### config.mk
export PLATFORM = sky130hd
export DESIGN_NAME = phys_reg_free_list_flat
export DESIGN_NICKNAME = d
export VERILOG_FILES = /design/src/rtl/phys_reg_free_list_if.sv /design/src/rtl/phys_reg_free_list.sv /design/src/flat_wrapper.sv
export SDC_FILE = /design/constraint.sdc
export NUM_CORES = 1
export LEC_CHECK = 0
export CORE_MARGIN = 10
export CORE_UTILIZATION = 41
export CTS_CLUSTER_SIZE = 16
export DETAILED_ROUTE_END_ITERATION = 8
export PLACE_DENSITY = 0.64
export SETUP_SLACK_MARGIN = 0.15
export SLEW_MARGIN = 30
export SYNTH_ARGS = -nofsm -noshare
export SYNTH_HDL_FRONTEND = slang
export SYNTH_SLANG_ARGS = --single-unit
### constraint.sdc
create_clock -name clk -period 10.6 [get_ports clk]
set_clock_uncertainty 0.1 [all_clocks]
set_input_delay 2.12 -clock clk [delete_from_list [all_inputs] [get_ports clk]]
set_output_delay 2.12 -clock clk [all_outputs]
set_load 0.05 [all_outputs]
### src/rtl/phys_reg_free_list_if.sv
// Handshake bundle between the rename/commit logic (master) and the physical
// register free list (slave).
interface phys_reg_free_list_if #(
  parameter int TAG_W = 7,
  parameter int CNT_W = 7
);
  logic             alloc_req;
  logic             alloc_valid;
  logic [TAG_W-1:0] alloc_preg;
  logic             free_valid;
  logic [TAG_W-1:0] free_preg;
  logic             ckpt_save;
  logic             ckpt_restore;
  logic [CNT_W-1:0] count;
  logic             empty;
  logic             overflow_err;

  modport master (
    output alloc_req, free_valid, free_preg, ckpt_save, ckpt_restore,
    input  alloc_valid, alloc_preg, count, empty, overflow_err
  );

  modport slave (
    input  alloc_req, free_valid, free_preg, ckpt_save, ckpt_restore,
    output alloc_valid, alloc_preg, count, empty, overflow_err
  );
endinterface

### src/rtl/phys_reg_free_list.sv
// Circular free list of physical register tags for the rename stage, with a
// single branch checkpoint that rolls the head back on a mispredict.
module phys_reg_free_list #(
  parameter int NUM_PREGS = 128,
  parameter int NUM_AREGS = 32
) (
  input  logic                  clk,
  input  logic                  reset,
  phys_reg_free_list_if.slave   fl
);
  localparam int DEPTH = NUM_PREGS - NUM_AREGS;
  localparam int TAG_W = $clog2(NUM_PREGS);
  localparam int PTR_W = $clog2(DEPTH);
  localparam int CNT_W = $clog2(DEPTH + 1);
  localparam logic [CNT_W-1:0] DEPTH_C = CNT_W'(DEPTH);
  localparam logic [CNT_W:0]   DEPTH_W = (CNT_W + 1)'(DEPTH);

  typedef logic [PTR_W-1:0] ptr_t;

  logic [TAG_W-1:0] mem [DEPTH];
  ptr_t             head, tail, ckpt_head;
  logic [CNT_W-1:0] count_q, alloc_since;
  logic             ckpt_valid, overflow_q;

  logic             alloc_fire, free_req, free_fire;
  logic             restore_fire, save_fire;
  logic [CNT_W:0]   base_count, count_sum;

  function automatic ptr_t next_ptr(input ptr_t p);
    return (p == PTR_W'(DEPTH - 1)) ? '0 : p + 1'b1;
  endfunction

  assign fl.alloc_valid  = (count_q != '0) && reset && !fl.ckpt_restore;
  assign fl.alloc_preg   = mem[head];
  assign fl.count        = count_q;
  assign fl.empty        = (count_q == '0);
  assign fl.overflow_err = overflow_q;

  // NOTE: every signal written here gets a default first so no latch is inferred.
  always_comb begin
    restore_fire = fl.ckpt_restore && ckpt_valid;
    save_fire    = fl.ckpt_save && !fl.ckpt_restore;
    alloc_fire   = fl.alloc_req && fl.alloc_valid;
    base_count   = {1'b0, count_q};
    // A restore returns the window's tags first, so a same-cycle free must fit
    // behind them or it would overwrite a rolled-back slot.
    if (restore_fire) begin
      base_count = {1'b0, count_q} + {1'b0, alloc_since};
      if (base_count > DEPTH_W) base_count = DEPTH_W;
    end
    free_req  = fl.free_valid && (fl.free_preg != '0);
    free_fire = free_req && (base_count < DEPTH_W);
    count_sum = base_count + {{CNT_W{1'b0}}, free_fire} - {{CNT_W{1'b0}}, alloc_fire};
  end

  // NOTE: sequential state uses non-blocking assignments only.
  always_ff @(posedge clk) begin
    if (!reset) begin
      // NOTE: the tag storage is reset because its initial contents (P32..P127)
      // are architecturally visible, not just the pointers.
      for (int i = 0; i < DEPTH; i++) mem[i] <= TAG_W'(NUM_AREGS + i);
      head        <= '0;
      tail        <= '0;
      count_q     <= DEPTH_C;
      ckpt_head   <= '0;
      alloc_since <= '0;
      ckpt_valid  <= 1'b0;
      overflow_q  <= 1'b0;
    end else begin
      count_q <= count_sum[CNT_W-1:0];
      if (free_fire) begin
        mem[tail] <= fl.free_preg;
        tail      <= next_ptr(tail);
      end
      if (free_req && !free_fire) overflow_q <= 1'b1;

      if (restore_fire) begin
        head        <= ckpt_head;
        alloc_since <= '0;
        ckpt_valid  <= 1'b0;
      end else begin
        if (alloc_fire) head <= next_ptr(head);
        if (save_fire) begin
          ckpt_head   <= head;
          alloc_since <= alloc_fire ? CNT_W'(1) : '0;
          ckpt_valid  <= 1'b1;
        end else if (ckpt_valid && alloc_fire && alloc_since != DEPTH_C) begin
          alloc_since <= alloc_since + 1'b1;
        end
      end
    end
  end
endmodule

### src/flat_wrapper.sv
// flat-port wrapper written by rule: the top's interface ports become plain ports
module phys_reg_free_list_flat 
#(
  parameter int NUM_PREGS = 128,
  parameter int NUM_AREGS = 32
)
  (clk, reset, fl_alloc_req, fl_free_valid, fl_free_preg, fl_ckpt_save, fl_ckpt_restore, fl_alloc_valid, fl_alloc_preg, fl_count, fl_empty, fl_overflow_err);
  phys_reg_free_list_if fl_i ();
  input  logic clk;
  input  logic reset;
  input wire logic [$bits(fl_i.alloc_req)-1:0] fl_alloc_req;
  input wire logic [$bits(fl_i.free_valid)-1:0] fl_free_valid;
  input wire logic [$bits(fl_i.free_preg)-1:0] fl_free_preg;
  input wire logic [$bits(fl_i.ckpt_save)-1:0] fl_ckpt_save;
  input wire logic [$bits(fl_i.ckpt_restore)-1:0] fl_ckpt_restore;
  output wire logic [$bits(fl_i.alloc_valid)-1:0] fl_alloc_valid;
  output wire logic [$bits(fl_i.alloc_preg)-1:0] fl_alloc_preg;
  output wire logic [$bits(fl_i.count)-1:0] fl_count;
  output wire logic [$bits(fl_i.empty)-1:0] fl_empty;
  output wire logic [$bits(fl_i.overflow_err)-1:0] fl_overflow_err;
  assign fl_i.alloc_req = fl_alloc_req;
  assign fl_i.free_valid = fl_free_valid;
  assign fl_i.free_preg = fl_free_preg;
  assign fl_i.ckpt_save = fl_ckpt_save;
  assign fl_i.ckpt_restore = fl_ckpt_restore;
  assign fl_alloc_valid = fl_i.alloc_valid;
  assign fl_alloc_preg = fl_i.alloc_preg;
  assign fl_count = fl_i.count;
  assign fl_empty = fl_i.empty;
  assign fl_overflow_err = fl_i.overflow_err;
  phys_reg_free_list #(.NUM_PREGS(NUM_PREGS), .NUM_AREGS(NUM_AREGS)) u_core (.clk(clk), .reset(reset), .fl(fl_i));
endmodule
==> flow_summary.ini <==
[final_layout]
final_cell_mix = edfxtp_1, nand2_1, nor2_1
multi_input_area_um2 = 13400
stdcell_count = 4430
syn_to_final_growth_pct = 12.9
finish.net_count = 3015
drive_above_1_share = 0.167
fill_cells = 8766
seqCellArea_um2 = 27800
layout_commonest_cell = edfxtp_1

[synthesis]
ys_seq_area_frac = 0.662
syn_area_per_cell_um2 = 14.0
ys.flop_type = edfxtp_1
yosysUniqueCellTypes = 65
syn_area_um2 = 42000
synth_nets = 3035
synth_edf_count = 896
synthArstFlopShare = 0
netlist_instances = 3002
ys_seq_elements = 940
yosys_warnings = 0

[clocking]
cts_resized = 0
cts.sinks = 940
clock_path_buffers = 3
cts_inserted_buffers = 98
holdBufCountCts = 0
htree_num_levels = 3
post_cts_buffers = 0
clk_pin_slew_worst_paths_ns = 0.06
cts-root-buf = clkbuf_16
clk_latency_ns = 0.67
cts_tree = built

[sta]
max-slew-margin-rel = 0.235
hold_viol = 0
final.setup.worst_slack_ns = 2.71
tns_ns = 0
min_period_ns = 7.89
rsz0062_at_grt = false
fin_crit_sh = 0.744
max_freq_mhz = 127
setup_viol = 0
worst_pin_slew_ns = 1.12
finalMaxSlewViolations = 0

[worst_hold_path]
hp-class = flip-flop to flip-flop

[drt]
wl_per_cell_um = 29.9
first_pass_iters = 5
drt_iter0_drc = 4058
viasPerCell = 6.30
remaining_drc_errors = 0
ant_nets = 0
wl_um = 133000
vias = 27900

[power_and_ir_drop]
combPwrFrac = 0.114
p_per_area_nw_per_um2 = 186
irDropWorstVdd_mv = 0.181
p_switching_mw = 2.27
power_mw = 8.82
p_int_mw = 6.55
seqPwrFrac = 0.480
switching_share = 0.257
p_leak_nw = 13.7
pwr-share-clk = 0.406

[placed_design]
post-place-ws_ns = 2.39
gp_congestion = 0.969
dp_hpwl_um = 86100
dp.cells = 4250
numPortBuffers = 29

[critical_path]
crit_type = flip-flop to primary output
end_kind = primary output
cp.required_ns = 8.38
arrival_ns = 5.67
crit_chain = buf_4, buf_4, mux4_2, a22oi_1, nand2_1, a221oi_1, o221ai_1, clkdlybuf4s50_1
path_max_fanout = 36
startpoint_type = flip-flop
critPathSlowestCell = dfxtp_4
critPathMostFrequentCell = buf_4
slowest_delay_ns = 0.84

[floorplan]
die_area_um2 = 116000
core_area_um2 = 102000
start_util = 0.412
die_x_um = 340
row_count = 117
die_h_um = 340
ioPinCount = 30

[global_route]
grt_pass1_vias = 27100
grt_antenna_before_repair = 7
grt_usage = 0.223
grt_first_pass_wirelength_um = 191000
grt_overflow = 0
grt_max_degree = 104

[status]
status = completed

[job]
max_cap_viol_count = 0
-- cell type report --
cell class	count	share of cell area
inverter	16	0.00129
tap	1368	0.0361
sequential	940	0.587
antenna	1	0.0000528
timing repair buffer	132	0.0227
clock buffer	117	0.0555
clock inverter	62	0.0145
multi-input combinational	1794	0.283
-- stage by stage --
step           utilization  cell area (um2)  hold WS, ns
6_report             0.466            47400        0.356
5_1_grt              0.466            47400        0.374
4_1_cts              0.465            47300        0.355
3_5_place_dp         0.432            44000        0.346
3_3_place_gp         0.431            43800        0.340
2_1_floorplan            -            42000        0.333
-- final timing paths --
path | start | to | slack (ns) | cells past startpoint
hold reg to reg | u_core.ckpt_head[6]$_SDFFE_PN0P_ | u_core.ckpt_head[6]$_SDFFE_PN0P_ | 0.36 | 2
hold / removal | u_core.ckpt_head[6]$_SDFFE_PN0P_ | u_core.ckpt_head[6]$_SDFFE_PN0P_ | 0.36 | 2
setup / recovery | flip-flop | fl_alloc_preg[3] | 2.71 | 8
setup reg to reg | u_core.fl.count[0]$_SDFF_PN0_ | u_core.fl.count[6]$_SDFF_PN1_ | 4.53 | 18
-- Yosys cell counts (all sizes together) (31+ instances only) --
master | n | share of area
a22o | 33 | 0.0069
and3 | 35 | 0.0052
nand2 | 415 | 0.037
edfxtp | 896 | 0.64
nand3 | 94 | 0.011
buf | 98 | 0.012
dfxtp | 44 | 0.021
a2111oi | 31 | 0.012
mux2i | 105 | 0.025
o21ai | 104 | 0.012
clkbuf | 154 | 0.014
a22oi | 88 | 0.016
nor3 | 124 | 0.015
nor2 | 305 | 0.027
mux4 | 168 | 0.090
-- power by group through the flow --
stage	registers, mW	clock network (mW)	logic, mW
after floorplan	4.32	0	0.568
after global placement	4.31	0	0.957
after detailed placement	4.32	0	0.971
after CTS	4.24	3.59	0.974
after global routing	4.25	3.73	1.04
final	4.24	3.58	1.00
-- state kept, by name (all words and copies together), names as in the netlist, named ones only --
name and count:
u_core.tail 7, u_core.mem 896, u_core.fl.count 7, u_core.fl.overflow_err 1
u_core.ckpt_valid 1, u_core.head 7, u_core.ckpt_head 7, u_core.alloc_since 7
-- worst max-delay path, delay by kind of cell (launching register included) --
kind	cells	cell delay [ns]
buf+inv	3	2.05
compound gates	3	1.41
flops	1	0.84
mux	1	0.57
simple gates	1	0.09
-- metal layers --
metal,part of all wire,GRT usage
met5,0.00020,0
met4,0.044,0.0894
met3,0.12,0.0544
met2,0.46,0.347
met1,0.38,0.298
-- cell families after synthesis --
family	count (synthesis)	synth area share
AND/OR/NAND/NOR	1089	0.114
buffers and inverters	268	0.0268
XOR/XNOR	16	0.00334
adder cells (fa/ha/maj)	20	0.00632
AO/OA/AOI/OAI	396	0.0723
flip-flops	940	0.662
multiplexers	273	0.115
(Power assumes the default switching activity.)
